File: src/rtl/game_sequencer.sv
// Basketball game clock sequencer: MM:SS countdown, period stepping, breaks and end buzzer.
// Optional shot clock is built only when SHOT_CLOCK_EN is defined.
module game_sequencer #(
  parameter int TICK_DIV    = 100000000,
  parameter int PERIOD_MIN  = 12,
  parameter int NUM_PERIODS = 4,
  parameter int BREAK_SEC   = 60,
  parameter int BUZZ_CYC    = 50000000,
  parameter int SHOT_SEC    = 24
) (
  input  logic       clock,
  input  logic       reset,
  input  logic       new_game,
  input  logic       start,
  input  logic       pause_toggle,
  input  logic       shot_reset,
  output logic [5:0] minutes,
  output logic [5:0] seconds,
  output logic [2:0] period,
  output logic [2:0] state,
  output logic       run,
  output logic       score_en,
  output logic       buzzer,
  output logic       game_over,
  output logic [4:0] shot_sec
);

  typedef enum logic [2:0] {
    IDLE       = 3'd0,
    RUN        = 3'd1,
    PAUSED     = 3'd2,
    PERIOD_END = 3'd3,
    BREAK      = 3'd4,
    FINAL      = 3'd5
  } state_t;

  localparam int TW = $clog2(TICK_DIV + 1);
  localparam int BW = $clog2(BREAK_SEC + 1);
  localparam int ZW = $clog2(BUZZ_CYC + 1);

  state_t          fsm;
  logic [TW-1:0]   tick_cnt;
  logic [BW-1:0]   brk_cnt;
  logic [ZW-1:0]   buzz_cnt;
  logic            tick;
  logic            game_end;
  logic            shot_expire;
  logic            buzz_trig;

  assign state     = fsm;
  assign tick      = ((fsm == RUN) || (fsm == BREAK)) && (tick_cnt == TW'(TICK_DIV - 1));
  assign game_end  = (fsm == RUN) && tick && (minutes == 6'd0) && (seconds == 6'd1);
  assign buzz_trig = game_end || shot_expire;

  // {run, score_en, game_over} as a function of the state being entered
  function automatic logic [2:0] flags_of(input state_t s);
    return {s == RUN, (s == RUN) || (s == PAUSED), s == FINAL};
  endfunction

  always_ff @(posedge clock or posedge reset) begin
    if (reset) begin
      fsm       <= IDLE;
      period    <= 3'd1;
      minutes   <= 6'(PERIOD_MIN);
      seconds   <= 6'd0;
      tick_cnt  <= '0;
      brk_cnt   <= '0;
      run       <= 1'b0;
      score_en  <= 1'b0;
      game_over <= 1'b0;
    end else if (new_game) begin
      fsm       <= IDLE;
      period    <= 3'd1;
      minutes   <= 6'(PERIOD_MIN);
      seconds   <= 6'd0;
      tick_cnt  <= '0;
      brk_cnt   <= '0;
      run       <= 1'b0;
      score_en  <= 1'b0;
      game_over <= 1'b0;
    end else begin
      case (fsm)
        IDLE: begin
          if (start) begin
            fsm <= RUN;
            {run, score_en, game_over} <= flags_of(RUN);
          end
        end
        RUN: begin
          tick_cnt <= tick ? '0 : tick_cnt + 1'b1;
          if (tick) begin
            if (seconds != 6'd0) begin
              seconds <= seconds - 6'd1;
            end else begin
              minutes <= minutes - 6'd1;
              seconds <= 6'd59;
            end
          end
          // The game clock reaching zero beats a pause or shot-clock expiry on the same tick
          if (game_end) begin
            fsm <= PERIOD_END;
            {run, score_en, game_over} <= flags_of(PERIOD_END);
          end else if (pause_toggle || shot_expire) begin
            fsm <= PAUSED;
            {run, score_en, game_over} <= flags_of(PAUSED);
          end
        end
        PAUSED: begin
          if (pause_toggle) begin
            fsm <= RUN;
            {run, score_en, game_over} <= flags_of(RUN);
          end
        end
        PERIOD_END: begin
          if (period < 3'(NUM_PERIODS)) begin
            fsm <= BREAK;
            {run, score_en, game_over} <= flags_of(BREAK);
          end else begin
            fsm <= FINAL;
            {run, score_en, game_over} <= flags_of(FINAL);
          end
        end
        BREAK: begin
          tick_cnt <= tick ? '0 : tick_cnt + 1'b1;
          if (tick) begin
            if (brk_cnt == BW'(BREAK_SEC - 1)) begin
              fsm      <= IDLE;
              period   <= period + 3'd1;
              minutes  <= 6'(PERIOD_MIN);
              seconds  <= 6'd0;
              tick_cnt <= '0;
              brk_cnt  <= '0;
              {run, score_en, game_over} <= flags_of(IDLE);
            end else begin
              brk_cnt <= brk_cnt + 1'b1;
            end
          end
        end
        FINAL: begin
        end
        default: begin
          fsm <= IDLE;
          {run, score_en, game_over} <= flags_of(IDLE);
        end
      endcase
    end
  end

  // Buzzer runs on its own counter so it keeps sounding across state changes
  always_ff @(posedge clock or posedge reset) begin
    if (reset) begin
      buzz_cnt <= '0;
      buzzer   <= 1'b0;
    end else if (new_game) begin
      buzz_cnt <= '0;
      buzzer   <= 1'b0;
    end else if (buzz_trig) begin
      buzz_cnt <= ZW'(BUZZ_CYC);
      buzzer   <= 1'b1;
    end else if (buzz_cnt != '0) begin
      buzz_cnt <= buzz_cnt - 1'b1;
      buzzer   <= (buzz_cnt != ZW'(1));
    end
  end

`ifdef SHOT_CLOCK_EN
  logic [4:0] shot;

  assign shot_expire = (fsm == RUN) && tick && (shot == 5'd1) && !shot_reset && !new_game;
  assign shot_sec    = shot;

  always_ff @(posedge clock or posedge reset) begin
    if (reset) begin
      shot <= 5'(SHOT_SEC);
    end else if (new_game || shot_reset || ((fsm == IDLE) && start)) begin
      shot <= 5'(SHOT_SEC);
    end else if ((fsm == RUN) && tick && (shot != 5'd0)) begin
      shot <= shot - 5'd1;
    end
  end
`else
  logic unused_shot;

  assign shot_expire = 1'b0;
  assign shot_sec    = 5'd0;
  assign unused_shot = shot_reset ^ (SHOT_SEC == 0);
`endif

endmodule
File: config.mk
export PLATFORM = sky130hd
export DESIGN_NAME = game_sequencer
export DESIGN_NICKNAME = d
export VERILOG_FILES = /design/src/rtl/game_sequencer.sv
export SDC_FILE = /design/constraint.sdc
export NUM_CORES = 1
export LEC_CHECK = 0
export BUFFER_PORTS_ARGS = -buffer_cell sky130_fd_sc_hd__buf_2
export CAP_MARGIN = 20
export CORE_MARGIN = 2
export CORE_UTILIZATION = 50
export CTS_BUF_LIST = sky130_fd_sc_hd__clkbuf_8 sky130_fd_sc_hd__clkbuf_16
export CTS_CLUSTER_SIZE = 10
export DETAILED_ROUTE_END_ITERATION = 10
export PLACE_DENSITY_LB_ADDON = 0.08
export SYNTH_ARGS = -nofsm -noshare
export SYNTH_HDL_FRONTEND = slang
export SYNTH_SLANG_ARGS = --single-unit
File: constraint.sdc
create_clock -name clock -period 8.1 [get_ports clock]
set_input_delay 1.62 -clock clock [delete_from_list [all_inputs] [get_ports clock]]
set_output_delay 1.62 -clock clock [all_outputs]
set_load 0.03 [all_outputs]
Word level (Yosys, flattened, before mapping):

Index checks and enable logic that the tools add are counted.
W data, S select, Z words.

* add/sub/neg operators: 6
* $lt $le $gt $ge: 1
* equal/unequal tests: 17
* mux-type cells: 58
* reductions and logical operators: 20

Operator list (count)
* $mux W27: 4
* $mux W6: 14
* $mux W26: 3
* $pmux W27 S2: 1
* $mux W3: 11
* $add A27 B1 Y27 const B: 1
* $eq A27 B27 Y1 const B: 1
* $ne A26 B1 Y1 const B: 1
* $reduce_bool A26 Y1: 1
* $sub A26 B1 Y26 const B: 1
* $pmux W6 S2: 2
* $mux W1: 19
* $pmux W3 S6: 1
* $ne A3 B3 Y1 const B: 5
* $sub A6 B1 Y6 const B: 2
* $pmux W1 S5: 2
* $reduce_and A4 Y1: 2
* $add A6 B1 Y6 const B: 1
* $eq A3 B2 Y1 const B: 2
* $eq A3 B3 Y1 const B: 2
* $eq A6 B1 Y1 const B: 1
* $eq A6 B6 Y1 const B: 1
* $logic_not A6 Y1: 1
* $pmux W1 S6: 1
* other kinds (16): 22

* register bits after elaboration: 81
* bits of input ports: 6
* output and inout bits: 27
* word-level logic and storage cells: 113

Depth between registers and ports, before layout:

Gate-level depths: netlist of the first run.

* depth in word-level cells: 9
* gate-level depth with buffers: 9
* gate-level depth less buffers: 8

Least setup slack after synthesis of the first run:

Ideal clock, no wire load.

* path kind: register to register
* start point: register seconds[0]
* end point: register minutes[5]
* setup time: 0.119 ns
* arrival: 2.805 ns
* data required time: 7.981 ns
* slack: 5.176 ns
* stages on the path, launching flop included: 9
* buffers on the path: 0
* period minus slack after synthesis: 2.924 ns
* path through: dfrtp_1 > inv_1 > ha_1 > or3b_2 > or4b_2 > a2111o_1 > nor4_1 > xnor2_1 > nor2_1

* word-level cells in the longest chain between the ends: 3

RTL lines
* from (decl): line 18 `output logic [5:0] seconds,`
* from (signal assigned): line 93 `seconds <= seconds - 6'd1;`
* $reduce_bool A6 Y1: line 92 `if (seconds != 6'd0) begin`
* $ne A3 B3 Y1 (no source line)
* $reduce_and A5 Y1 (no source line)
* to (signal assigned): line 74 `minutes <= 6'(PERIOD_MIN);`
* to (signal assigned): line 95 `minutes <= minutes - 6'd1;`
* to (signal assigned): line 129 `minutes <= 6'(PERIOD_MIN);`
* to (decl): line 17 `output logic [5:0] minutes,`

Every way passes these cells.
A chain may end at the register's enable or synchronous reset.

Final worst setup path of the first run:

* start point: input port new_game
* end point: register tick_cnt[12]

* word-level cells in the longest chain between the ends: 1
* elaborated cells on any way between the ends: 2
* classes of those cells: mux: 1; reduce/logical: 1

RTL lines
* from (decl): line 13 `input logic new_game,`
* $reduce_bool A3 Y1 (no source line) or $mux W27 (tied branches)
* to (signal assigned): line 90 `tick_cnt <= tick ? '0 : tick_cnt + 1'b1;`
* to (signal assigned): line 124 `tick_cnt <= tick ? '0 : tick_cnt + 1'b1;`
* to (decl): line 42 `logic [TW-1:0] tick_cnt;`

Parallel ways exist; a longest one is shown, timed or not.

==> flow_summary.html, run 1 <==
<table>
<tr><th>Metric</th><th>Value</th></tr>
<tr><th colspan="2">Timing</th></tr>
<tr><td>Final setup TNS</td><td>0 ns</td></tr>
<tr><td>Count of endpoints failing setup in the final report</td><td>0</td></tr>
<tr><td>Worst slew pin tran</td><td>around 0.8 ns</td></tr>
<tr><td>RSZ-0062 raised after global routing</td><td>no</td></tr>
<tr><td>Final clock period utilization by the worst path</td><td>45.0%</td></tr>
<tr><td>Worst Slack Setup Final</td><td>4.45 ns</td></tr>
<tr><td>Max Clock Freq</td><td>between 200 and 300 MHz</td></tr>
<tr><td>Final number of max-transition violations</td><td>0</td></tr>
<tr><td>Final Hold Fails</td><td>0</td></tr>
<tr><td>Post-route minimum period</td><td>3.65 ns</td></tr>
<tr><td>Worst slew margin relative to its limit</td><td>47.4%</td></tr>
<tr><td>Skew final</td><td>0.0161 ns</td></tr>
<tr><th colspan="2">Setup path</th></tr>
<tr><td>Worst Path Arrival</td><td>3.94 ns</td></tr>
<tr><td>Critical Path Start</td><td>new_game</td></tr>
<tr><td>Critical Setup Path Class</td><td>primary input to flop</td></tr>
<tr><td>FF-to-FF setup slack</td><td>4.72 ns</td></tr>
<tr><td>CP Max Fanout</td><td>31</td></tr>
<tr><td>R2R cell count</td><td>6</td></tr>
<tr><td>Startpoint type of the worst setup path</td><td>primary input</td></tr>
<tr><td>Cell with the biggest individual delay on the critical path</td><td>clkinv_1</td></tr>
<tr><td>Sequence of cells on the critical path</td><td>buf_2, clkinv_1, o21ai_1, nand4_1, or3_1, a21oi_1</td></tr>
<tr><td>Longest individual stage delay on the worst path</td><td>0.51 ns</td></tr>
<tr><td>Critical path capture point type</td><td>flop</td></tr>
<tr><td>End of the critical path</td><td>tick_cnt[12]</td></tr>
<tr><td>Required time worst endpoint</td><td>8.40 ns</td></tr>
<tr><td>Critical register-to-register path endpoint</td><td>buzz_cnt[2]</td></tr>
<tr><td>RR Startpoint</td><td>tick_cnt[8]</td></tr>
<tr><th colspan="2">GRT</th></tr>
<tr><td>Met1 track demand over resource in global routing</td><td>31.2%</td></tr>
<tr><td>Overall global routing resource usage</td><td>22.2%</td></tr>
<tr><td>Met3 usage in global routing</td><td>3.02%</td></tr>
<tr><td>Met2 global-route usage</td><td>35.1%</td></tr>
<tr><td>Top Usage Layer GRT</td><td>met2</td></tr>
<tr><td>Total gr overflow</td><td>0</td></tr>
<tr><td>Global-route wire length before repair</td><td>about 18,000 um</td></tr>
<tr><td>Maximum number of pins on one net before global-route repair</td><td>82</td></tr>
<tr><td>Vias in the first global route</td><td>3,701</td></tr>
<tr><td>Initial antenna violation count</td><td>0</td></tr>
<tr><th colspan="2">Clock network</th></tr>
<tr><td>Inserted Clock Buffers</td><td>9</td></tr>
<tr><td>Clock slew at reported path FFs</td><td>0.09 ns</td></tr>
<tr><td>Maximum count of clock buffers along a single path</td><td>2</td></tr>
<tr><td>Clk Latency, worst-skew pair</td><td>0.37 ns</td></tr>
<tr><td>Clock tree from TritonCTS</td><td>built</td></tr>
<tr><td>Clock sink total</td><td>81</td></tr>
<tr><td>H-tree lvl count</td><td>3</td></tr>
<tr><td>Root Driver</td><td>clkbuf_8</td></tr>
<tr><td>Buffers inserted during post-CTS setup optimization</td><td>0</td></tr>
<tr><td>Count of hold-fix buffers inserted at cts</td><td>0</td></tr>
<tr><td>Cts repair resizes</td><td>0</td></tr>
<tr><th colspan="2">Finish</th></tr>
<tr><td>Proportion of layout cells with a drive suffix above 1</td><td>11.7%</td></tr>
<tr><td>Number of cells in the finished layout apart from fillers</td><td>645</td></tr>
<tr><td>Count of inserted antenna diode cells</td><td>0</td></tr>
<tr><td>Net count, final</td><td>547</td></tr>
<tr><td>Area delta synth-&gt;final</td><td>9.47%</td></tr>
<tr><th colspan="2">Floorplan</th></tr>
<tr><td>Starting Density</td><td>approximately half</td></tr>
<tr><td>DIE AREA</td><td>slightly below 10,000 um2</td></tr>
<tr><td>Horiz. Die Dim</td><td>99.6 um</td></tr>
<tr><td>Number of top-level pins</td><td>33</td></tr>
<tr><td>Number of rows in the core area</td><td>34</td></tr>
<tr><td>Die outline height</td><td>99.6 um</td></tr>
<tr><td>Std-Cell Core Area</td><td>8810 um2</td></tr>
<tr><th colspan="2">Synth</th></tr>
<tr><td>Synth Register Bits</td><td>81</td></tr>
<tr><td>Synthesis Warnings</td><td>0</td></tr>
<tr><td>Cell count after synthesis</td><td>510</td></tr>
<tr><td>Synth unique cells</td><td>59</td></tr>
<tr><td>Mapped Avg Cell Area</td><td>8.97 um2</td></tr>
<tr><td>EDFF count, synth</td><td>0</td></tr>
<tr><td>Dominant register cell in the synthesized netlist</td><td>dfrtp_1</td></tr>
<tr><td>Netlist Area Pre-Place</td><td>~4600 um2</td></tr>
<tr><td>Fraction of synthesis flops using an asynchronous set or reset pin</td><td>100%</td></tr>
<tr><td>Proportion of synthesized chip area in sequential cells</td><td>between 40 and 50%</td></tr>
<tr><th colspan="2">Hold path</th></tr>
<tr><td>Class of the tightest hold or removal check</td><td>flop to flop</td></tr>
<tr><th colspan="2">Detailed routing</th></tr>
<tr><td># DRC</td><td>0</td></tr>
<tr><td>Vias</td><td>3,696</td></tr>
<tr><td>Post-DR wirelength/cell</td><td>15.5 um</td></tr>
<tr><td>Post-detailed-route via-to-cell ratio</td><td>between 5 and 6</td></tr>
<tr><td>DRT Pass-1 Iters</td><td>5</td></tr>
<tr><td>Number of DRC markers in iteration 0</td><td>about 200</td></tr>
<tr><td>Routed Wire Length</td><td>10,000 um</td></tr>
<tr><td>Post-route antenna net violation count</td><td>0</td></tr>
<tr><th colspan="2">Power and ir drop</th></tr>
<tr><td>Total power</td><td>1.50 mW</td></tr>
<tr><td>Max IR drop VDD</td><td>~0.00011 V</td></tr>
<tr><td>Power density of the placed cells</td><td>299 nW/um2</td></tr>
<tr><td>Leakage power figure</td><td>2.16 nW</td></tr>
<tr><th colspan="2">Flow run</th></tr>
<tr><td>Max-cap violation count</td><td>0</td></tr>
<tr><th colspan="2">Place</th></tr>
<tr><td>Post-Place Worst Slack</td><td>between 4 and 5 ns</td></tr>
<tr><td>Total of buffers placed on input and output ports</td><td>26</td></tr>
<tr><td>Final Wtd Congestion</td><td>0.848</td></tr>
<tr><td>Dpl hpwl</td><td>6790 um</td></tr>
<tr><td>Number of cells after detailed placement</td><td>628</td></tr>
<tr><th colspan="2">Outcome</th></tr>
<tr><td>Status</td><td>complete, no violations</td></tr>
</table>
## cell families after synthesis
family	synth area share, %
buffers and inverters	3.50
AOI/OAI and AO/OA	11.0
adders and majority gates	2.46
and+or+nand+nor	27.6
xor gates and xnor gates	9.58
muxes	1.45
other	0.0820
DFF	44.4
## registers in the layout (all words and copies together), names as in the netlist
name / cells
buzzer: 1
period: 3
game_over: 1
minutes: 6
score_en: 1
run: 1
seconds: 6
tick_cnt: 27
buzz_cnt: 26
brk_cnt: 6
state: 3
## where the power goes
part           switching, mW  total (mW)  internal (mW)
logic                  0.358       0.608          0.250
clock network          0.167       0.316          0.148
registers             0.0933       0.572          0.479
total                  0.618        1.50          0.877
## Yosys cell counts (all sizes together), types with 4 or more instances
cell type / instances / area share (%)
nand2b: 5 / 0.68
and3: 7 / 0.96
and4: 4 / 0.77
o31ai: 5 / 0.82
nor2: 73 / 6.0
nor3: 18 / 2.2
nand3: 21 / 2.3
ha: 9 / 2.5
nor2b: 4 / 0.55
clkbuf: 16 / 1.3
xnor2: 25 / 4.8
nand4: 14 / 1.9
nor4: 12 / 1.6
nand2: 46 / 3.8
or4: 10 / 1.6
inv: 14 / 1.1
a21oi: 28 / 3.1
mux2: 5 / 1.2
xor2: 25 / 4.8
or3: 10 / 1.4
dfrtp: 78 / 43
buf: 6 / 0.93
o21ai: 23 / 2.5
## critical path: cells and delay by family
family / cells / cell delay [ns]
AND/OR/NAND/NOR: 2 / 0.69
buffers and inverters: 2 / 1.00
AO/OA/AOI/OAI: 2 / 0.62
## layer usage
layer  vias to the layer above  wire [um]  part of all wire [%]
li1                       1843          -                     -
met1                      1773       4890                    49
met2                        66       4640                    46
met3                        14        321                   3.2
met4                         0        150                   1.5
met5                         -          0                     0
## area by class of cell
type	instances	area (um2)
Clock buffer	9	124
Timing Repair Buffer	29	173
Inverter	15	57.6
Sequential cell	81	2030
Multi-Input combinational cell	396	2400
Clock inverter	7	83.8
Fill cell	821	3800
Tap cell	108	135
## metrics by stage
| stage | area, um2 | utilization, % | hold WS [ns] |
|---|---|---|---|
| 2_1_floorplan | 4590 | - | 0.462 |
| 3_3_place_gp | 4770 | 54.2 | 0.480 |
| 3_5_place_dp | 4770 | 54.2 | 0.493 |
| 4_1_cts | 4980 | 56.5 | 0.507 |
| 5_1_grt | 5010 | 56.8 | 0.541 |
| 6_report | 5010 | 56.8 | 0.511 |
## how the worst min path moves through the flow
stage,startpoint,to,slack (ns),cells past startpoint
finish,brk_cnt[5],brk_cnt[5],0.51,1
global route,brk_cnt[5],brk_cnt[5],0.54,1
CTS,brk_cnt[5],brk_cnt[5],0.51,1
detailed placement,brk_cnt[5],brk_cnt[5],0.49,1
global placement,brk_cnt[5],brk_cnt[5],0.48,1
floorplan,brk_cnt[5],brk_cnt[5],0.46,1
## placed cells by master (no fill, tap or decap), types with 3 or more instances in the layout
cell / n
dfrtp_1: 78
nor2_1: 73
nand2_1: 45
a21oi_1: 28
buf_2: 26
xnor2_1: 25
xor2_1: 25
o21ai_0: 22
nand3_1: 21
nor3_1: 17
nand4_1: 14
inv_1: 13
nor4_1: 12
or4_1: 10
or3_1: 10
ha_1: 9
clkbuf_8: 9
and3_1: 7
nand2b_1: 5
mux2_2: 5
conb_1: 5
nor2b_1: 4
and4_1: 4
o31ai_1: 4
and2_1: 3
a211oi_1: 3
a21o_1: 3
o21a_1: 3
nand3b_1: 3
a31oi_1: 3
inv_6: 3
dfstp_2: 3
(Power assumes the default switching activity.)
==> run 2, diff against run 1 <==
Clock period 8.1 ns to 3.8 ns, I/O delays scaled along.
==> flow_summary.html, run 2 (synthesis gave the netlist of run 1 again) <==
<table>
<tr><th>Metric</th><th>Value</th></tr>
<tr><th colspan="2">Clock network</th></tr>
<tr><td>Clock tree from TritonCTS</td><td>built</td></tr>
<tr><td>Clk Latency, worst-skew pair</td><td>0.36 ns (about the same)</td></tr>
<tr><td>Count of hold-fix buffers inserted at cts</td><td>0 (unchanged)</td></tr>
<tr><td>Cts repair resizes</td><td>0 (unchanged)</td></tr>
<tr><td>Buffers inserted during post-CTS setup optimization</td><td>0 (unchanged)</td></tr>
<tr><td>Maximum count of clock buffers along a single path</td><td>2 (unchanged)</td></tr>
<tr><td>Clock sink total</td><td>81 (unchanged)</td></tr>
<tr><td>Clock slew at reported path FFs</td><td>0.09 ns (about the same)</td></tr>
<tr><td>H-tree lvl count</td><td>3 (unchanged)</td></tr>
<tr><td>Inserted Clock Buffers</td><td>9 (unchanged)</td></tr>
<tr><td>Root Driver</td><td>clkbuf_8</td></tr>
<tr><th colspan="2">Place</th></tr>
<tr><td>Total of buffers placed on input and output ports</td><td>26 (unchanged)</td></tr>
<tr><td>Placed cell area</td><td>4820 um2 (+0.94%)</td></tr>
<tr><td>Final Wtd Congestion</td><td>0.838 (-1.1%)</td></tr>
<tr><td>Dpl hpwl</td><td>7020 um (+3.4%)</td></tr>
<tr><td>Post-Place Worst Slack</td><td>0.813 ns (-3.28 ns)</td></tr>
<tr><th colspan="2">Finish</th></tr>
<tr><td>Number of flip-flops under the largest register name</td><td>27 (unchanged)</td></tr>
<tr><td>Proportion of layout cells with a drive suffix above 1</td><td>12.5% (+0.81 points)</td></tr>
<tr><td>Leading cell type in the layout, fill and taps excluded</td><td>dfrtp_1</td></tr>
<tr><td>Sequential standard cell area</td><td>2030 um2 (unchanged)</td></tr>
<tr><td>Largest registers ranked by flip-flop count</td><td>tick_cnt: 27 flops, buzz_cnt: 26 flops</td></tr>
<tr><td>Total area of multi-input combinational cells</td><td>2400 um2 (unchanged)</td></tr>
<tr><td>Largest Register</td><td>tick_cnt</td></tr>
<tr><td>Net count, final</td><td>552 (+0.91%)</td></tr>
<tr><td>FILL cells</td><td>818 (-0.37%)</td></tr>
<tr><td>Post-Layout Inst Area</td><td>5020 um2 (+0.25%)</td></tr>
<tr><td>Highest-count cells in the layout ignoring fill and taps</td><td>dfrtp_1 (78), nor2_1 (73), nand2_1 (45)</td></tr>
<tr><td>Count of inserted antenna diode cells</td><td>0 (unchanged)</td></tr>
<tr><td>Area delta synth-&gt;final</td><td>9.74%</td></tr>
<tr><th colspan="2">Timing</th></tr>
<tr><td>Count of endpoints failing setup in the final report</td><td>0 (unchanged)</td></tr>
<tr><td>Worst slew margin relative to its limit</td><td>53.9% (+6.5 points)</td></tr>
<tr><td>Post-route minimum period</td><td>2.98 ns</td></tr>
<tr><td>Max Clock Freq</td><td>approximately 340 MHz</td></tr>
<tr><td>Worst slew pin tran</td><td>0.685 ns (-0.0961 ns)</td></tr>
<tr><td>RSZ-0062 raised after global routing</td><td>no</td></tr>
<tr><td>Final number of max-transition violations</td><td>0 (unchanged)</td></tr>
<tr><td>Hold WS</td><td>0.343 ns (-0.168 ns)</td></tr>
<tr><td>Final setup TNS</td><td>0 ns (unchanged)</td></tr>
<tr><td>Final clock period utilization by the worst path</td><td>78.5%</td></tr>
<tr><td>Final Hold Fails</td><td>0 (unchanged)</td></tr>
<tr><td>Skew final</td><td>0.0135 ns (-0.00260 ns)</td></tr>
<tr><td>Worst Slack Setup Final</td><td>0.816 ns (-3.64 ns)</td></tr>
<tr><th colspan="2">Setup path</th></tr>
<tr><td>Required time worst endpoint</td><td>4.04 ns (-4.36 ns)</td></tr>
<tr><td>Critical path capture point type</td><td>flop</td></tr>
<tr><td>CP Max Fanout</td><td>7 (-77%)</td></tr>
<tr><td>Critical Setup Path Class</td><td>flop to flop</td></tr>
<tr><td>Startpoint type of the worst setup path</td><td>flop</td></tr>
<tr><td>Worst Path Arrival</td><td>3.23 ns (-0.71 ns)</td></tr>
<tr><th colspan="2">Detailed routing</th></tr>
<tr><td>Post-route antenna net violation count</td><td>0 (unchanged)</td></tr>
<tr><td>Post-DR wirelength/cell</td><td>15.4 um (-0.94%)</td></tr>
<tr><td># DRC</td><td>0 (unchanged)</td></tr>
<tr><td>DRT Pass-1 Iters</td><td>4 (-1)</td></tr>
<tr><td>Vias</td><td>3,765 (+1.9%)</td></tr>
<tr><td>Routed Wire Length</td><td>9990 um (-0.17%)</td></tr>
<tr><td>Number of DRC markers in iteration 0</td><td>125 (-36%)</td></tr>
<tr><td>Post-detailed-route via-to-cell ratio</td><td>5.79 (+1.1%)</td></tr>
<tr><th colspan="2">Flow run</th></tr>
<tr><td>Max-cap violation count</td><td>0 (unchanged)</td></tr>
<tr><th colspan="2">Floorplan</th></tr>
<tr><td>Number of rows in the core area</td><td>34 (unchanged)</td></tr>
<tr><td>Number of top-level pins</td><td>33 (unchanged)</td></tr>
<tr><td>DIE AREA</td><td>9930 um2 (unchanged)</td></tr>
<tr><td>Horiz. Die Dim</td><td>99.6 um (unchanged)</td></tr>
<tr><td>Std-Cell Core Area</td><td>8810 um2 (unchanged)</td></tr>
<tr><td>Die outline height</td><td>99.6 um (unchanged)</td></tr>
<tr><td>Starting Density</td><td>51.9% (unchanged)</td></tr>
<tr><th colspan="2">Outcome</th></tr>
<tr><td>Status</td><td>complete, no violations</td></tr>
<tr><th colspan="2">GRT</th></tr>
<tr><td>Total gr overflow</td><td>0 (unchanged)</td></tr>
<tr><td>Initial antenna violation count</td><td>0 (unchanged)</td></tr>
<tr><td>Vias in the first global route</td><td>3,632 (-1.9%)</td></tr>
<tr><td>Maximum number of pins on one net before global-route repair</td><td>36 (-56%)</td></tr>
<tr><td>Overall global routing resource usage</td><td>21.7% (-0.50 points)</td></tr>
<tr><td>Global-route wire length before repair</td><td>17,500 um (-1.7%)</td></tr>
<tr><th colspan="2">Power and ir drop</th></tr>
<tr><td>Leakage power figure</td><td>2.18 nW (+0.54%)</td></tr>
<tr><td>Max IR drop VDD</td><td>0.000260 V (+140%)</td></tr>
<tr><td>Total power</td><td>3.18 mW (+110%)</td></tr>
<tr><td>Power density of the placed cells</td><td>635 nW/um2 (+110%)</td></tr>
<tr><th colspan="2">Hold path</th></tr>
<tr><td>Class of the tightest hold or removal check</td><td>primary input to asynchronous set/reset pin</td></tr>
</table>
==> run 2: changes by cell type in the layout (fill, tap and decap cells not counted), sizes merged <==
cell / change
buf: +5
clkinvlp: +1
inv: -2
clkinv: +1
==> run 2: worst paths after layout <==
| path | start | end | slack [ns] | cells after the start |
|---|---|---|---|---|
| worst max-delay path | seconds[0] | minutes[4] | 0.82 | 8 |
| worst min-delay path | reset | tick_cnt[5] | 0.34 | 2 |
| worst max register to register | seconds[0] | minutes[4] | 0.82 | 8 |
| worst min register to register | tick_cnt[0] | tick_cnt[0] | 0.54 | 1 |
| max in group asynchronous | reset | period[0] | 2.69 | 3 |
| min in group clock | tick_cnt[0] | tick_cnt[0] | 0.54 | 1 |
==> run 2: final cells by class <==
cell class              count  area share (%)
inverters                  15            1.15
repair buffers             34            3.79
clock inverters             7            1.57
multi-input cells         396            47.9
flip-flops and latches     81            40.5
well taps                 108            2.69
clock buffers               9            2.47
==> run 2: where the power goes <==
group / total [mW] / internal [mW] / switching, mW
logic: 1.32 / 0.534 / 0.784
clock network: 0.657 / 0.311 / 0.347
registers: 1.21 / 1.02 / 0.188
total: 3.18 / 1.87 / 1.32
==> run 2: worst max-delay path: stages (launching register included) <==
cell       delay, ns
dfrtp_1         0.45
inv_1           0.10
ha_1            0.20
or3b_2          0.49
or4b_2          0.69
a2111oi_0       0.56
nand3_1         0.17
xor2_1          0.15
nor2_1          0.05
==> run 2: metal layers <==
| metal | track usage [%] | up-vias | routed length (um) |
|---|---|---|---|
| met1 | 30.5 | 1824 | 4820 |
| met5 | 0 | - | 0 |
| met4 | 5.69 | 0 | 90 |
| met2 | 34.9 | 71 | 4730 |
| met3 | 3.72 | 9 | 349 |
| li1 | - | 1861 | - |
==> run 2: metrics by stage <==
step / util (%) / cells
2_1_floorplan: - / 514
3_3_place_gp: 54.7 / 634
3_5_place_dp: 54.7 / 634
4_1_cts: 57.0 / 650
5_1_grt: 57.0 / 650
6_report: 57.0 / 650
==> run 3, diff against run 2 <==
Clock period 3.8 ns to 2.75 ns, I/O delays scaled along.
==> flow_summary.html, run 3 (synthesis gave the netlist of run 1 again) <==
<table>
<tr><th>Metric</th><th>Value</th></tr>
<tr><th colspan="2">Setup path</th></tr>
<tr><td>Worst Path Arrival</td><td>2.90 ns (-0.33 ns)</td></tr>
<tr><td>Cell with the biggest individual delay on the critical path</td><td>or4_4</td></tr>
<tr><td>Critical path capture point type</td><td>flop</td></tr>
<tr><td>WP buf/inv</td><td>1 (unchanged)</td></tr>
<tr><td>Top delay family on crit path</td><td>simple AND/OR/NAND/NOR gates</td></tr>
<tr><td>CP Max Fanout</td><td>5 (-2)</td></tr>
<tr><td>R2R cell count</td><td>7 (-1)</td></tr>
<tr><td>Sequence of cells on the critical path</td><td>or4b_1, or4_4, nor3_4, buf_4, nand2_2, or4_1, a21oi_1</td></tr>
<tr><td>Longest individual stage delay on the worst path</td><td>0.56 ns (-0.13 ns)</td></tr>
<tr><td>FF-to-FF setup slack</td><td>0.13 ns (-0.68 ns)</td></tr>
<tr><td>RR Startpoint</td><td>tick_cnt[19]</td></tr>
<tr><td>Critical register-to-register path endpoint</td><td>brk_cnt[2]</td></tr>
<tr><td>Critical Setup Path Class</td><td>flop to flop</td></tr>
<tr><td>Startpoint type of the worst setup path</td><td>flop</td></tr>
<tr><td>Required time worst endpoint</td><td>3.03 ns (-1.01 ns)</td></tr>
<tr><th colspan="2">Finish</th></tr>
<tr><td>Fin util</td><td>59.2% (+2.2 points)</td></tr>
<tr><td>Count of inserted antenna diode cells</td><td>0 (unchanged)</td></tr>
<tr><td>Net count, final</td><td>566 (+2.5%)</td></tr>
<tr><td>Proportion of layout cells with a drive suffix above 1</td><td>16.5% (+4.0 points)</td></tr>
<tr><td>Number of flip-flops under the largest register name</td><td>27 (unchanged)</td></tr>
<tr><td>Highest-count cells in the layout ignoring fill and taps</td><td>dfrtp_1 (76), nor2_1 (73), nand2_1 (45)</td></tr>
<tr><td>Largest Register</td><td>tick_cnt</td></tr>
<tr><td>Largest registers ranked by flip-flop count</td><td>tick_cnt: 27 flops, buzz_cnt: 26 flops</td></tr>
<tr><td>Post-Layout Inst Area</td><td>5210 um2 (+3.9%)</td></tr>
<tr><td>Area delta synth-&gt;final</td><td>14.0%</td></tr>
<tr><td>Leading cell type in the layout, fill and taps excluded</td><td>dfrtp_1</td></tr>
<tr><th colspan="2">Clock network</th></tr>
<tr><td>Inserted Clock Buffers</td><td>9 (unchanged)</td></tr>
<tr><td>Root Driver</td><td>clkbuf_8</td></tr>
<tr><td>Clk Latency, worst-skew pair</td><td>0.36 ns (about the same)</td></tr>
<tr><td>Maximum count of clock buffers along a single path</td><td>2 (unchanged)</td></tr>
<tr><td>Clock sink total</td><td>81 (unchanged)</td></tr>
<tr><td>Clock slew at reported path FFs</td><td>0.10 ns (about the same)</td></tr>
<tr><td>H-tree lvl count</td><td>3 (unchanged)</td></tr>
<tr><td>Clock tree from TritonCTS</td><td>built</td></tr>
<tr><th colspan="2">Place</th></tr>
<tr><td>Total of buffers placed on input and output ports</td><td>26 (unchanged)</td></tr>
<tr><td>Placed cell area</td><td>4970 um2 (+3.2%)</td></tr>
<tr><td>Final Wtd Congestion</td><td>0.820 (-2.1%)</td></tr>
<tr><td>Dpl hpwl</td><td>7180 um (+2.2%)</td></tr>
<tr><th colspan="2">Detailed routing</th></tr>
<tr><td>DRT Pass-1 Iters</td><td>5 (+1)</td></tr>
<tr><td>Post-route antenna net violation count</td><td>0 (unchanged)</td></tr>
<tr><td># DRC</td><td>0 (unchanged)</td></tr>
<tr><td>Routed Wire Length</td><td>10,300 um (+2.8%)</td></tr>
<tr><td>Post-DR wirelength/cell</td><td>15.5 um (+0.64%)</td></tr>
<tr><td>Post-detailed-route via-to-cell ratio</td><td>5.78 (-0.26%)</td></tr>
<tr><td>Number of DRC markers in iteration 0</td><td>176 (+41%)</td></tr>
<tr><td>Vias</td><td>3,836 (+1.9%)</td></tr>
<tr><th colspan="2">Timing</th></tr>
<tr><td>Worst slew pin tran</td><td>0.676 ns (-0.00945 ns)</td></tr>
<tr><td>Worst slew margin relative to its limit</td><td>54.9% (+0.95 points)</td></tr>
<tr><td>Final clock period utilization by the worst path</td><td>95.2% (+17 points)</td></tr>
<tr><td>Max Clock Freq</td><td>382 MHz (+14%)</td></tr>
<tr><td>Skew final</td><td>0.0134 ns (-0.0000344 ns)</td></tr>
<tr><td>Final Hold Fails</td><td>0 (unchanged)</td></tr>
<tr><td>Final setup TNS</td><td>0 ns (unchanged)</td></tr>
<tr><td>Final number of max-transition violations</td><td>0 (unchanged)</td></tr>
<tr><td>Post-route minimum period</td><td>2.62 ns (-0.365 ns)</td></tr>
<tr><td>RSZ-0062 raised after global routing</td><td>no</td></tr>
<tr><td>Count of endpoints failing setup in the final report</td><td>0 (unchanged)</td></tr>
<tr><th colspan="2">GRT</th></tr>
<tr><td>Vias in the first global route</td><td>3,729 (+2.7%)</td></tr>
<tr><td>Total gr overflow</td><td>0 (unchanged)</td></tr>
<tr><td>Initial antenna violation count</td><td>0 (unchanged)</td></tr>
<tr><td>Global-route wire length before repair</td><td>17,800 um (+1.5%)</td></tr>
<tr><td>Maximum number of pins on one net before global-route repair</td><td>40 (+11%)</td></tr>
<tr><td>Overall global routing resource usage</td><td>22.0% (+0.32 points)</td></tr>
<tr><th colspan="2">Floorplan</th></tr>
<tr><td>DIE AREA</td><td>9930 um2 (unchanged)</td></tr>
<tr><td>Number of rows in the core area</td><td>34 (unchanged)</td></tr>
<tr><td>Die outline height</td><td>99.6 um (unchanged)</td></tr>
<tr><td>Std-Cell Core Area</td><td>8810 um2 (unchanged)</td></tr>
<tr><td>Starting Density</td><td>51.9% (unchanged)</td></tr>
<tr><td>Number of top-level pins</td><td>33 (unchanged)</td></tr>
<tr><td>Horiz. Die Dim</td><td>99.6 um (unchanged)</td></tr>
<tr><th colspan="2">Power and ir drop</th></tr>
<tr><td>Leakage power figure</td><td>2.26 nW (+3.8%)</td></tr>
<tr><td>Max IR drop VDD</td><td>0.000419 V (+61%)</td></tr>
<tr><td>Power density of the placed cells</td><td>881 nW/um2 (+39%)</td></tr>
<tr><th colspan="2">Flow run</th></tr>
<tr><td>Max-cap violation count</td><td>0 (unchanged)</td></tr>
<tr><th colspan="2">Hold path</th></tr>
<tr><td>Class of the tightest hold or removal check</td><td>primary input to asynchronous set/reset pin</td></tr>
<tr><th colspan="2">Outcome</th></tr>
<tr><td>Status</td><td>complete, no violations</td></tr>
</table>
## run 3: layout make-up
class / instances / area (um2)
fillers: 772 / 3590
multi-input cells: 396 / 2440
flip-flops and latches: 81 / 2030
repair buffers: 48 / 320
well taps: 108 / 135
clock buffers: 9 / 124
clock inverters: 7 / 101
inverters: 15 / 60.1
## run 3: report_power, final
group	switching, mW	leakage (nW)	internal, mW
Sequential	0.230	1.09	1.41
Clock	0.476	0.107	0.521
Combinational	1.11	1.06	0.842
## run 3: metrics by stage
stage          std cells  hold WS (ns)  setup slack, ns  total power [mW]
6_report             664         0.259            0.131              4.60
4_1_cts              664         0.269          0.00531              4.62
2_1_floorplan        514         0.462           0.0774              3.12
3_3_place_gp         648         0.488           0.0489              3.56
5_1_grt              664         0.294           0.0154              4.94
3_5_place_dp         648         0.492           0.0488              3.60
## run 3: layer usage
layer / vias up / GRT usage [%] / wire length, um
li1: 1876 / - / -
met1: 1859 / 31.6 / 5050
met2: 83 / 34.3 / 4650
met3: 18 / 4.08 / 398
met4: 0 / 6.22 / 171
met5: - / 0 / 0
## run 3: timing repair
action                                  CTS  global route
endpoints found under the setup margin    0            13
hold buffers                              0             0
gates resized for setup                   0             5
setup buffers                             0             0
## run 3: worst max path at each step
stage,cells after the start,to,slack [ns],startpoint
floorplan,8,minutes[3],0.08,seconds[0]
global placement,8,minutes[4],0.05,seconds[1]
detailed placement,7,brk_cnt[2],0.05,tick_cnt[19]
CTS,7,brk_cnt[2],0.005,tick_cnt[19]
global route,7,brk_cnt[2],0.02,tick_cnt[19]
finish,7,brk_cnt[2],0.13,tick_cnt[19]
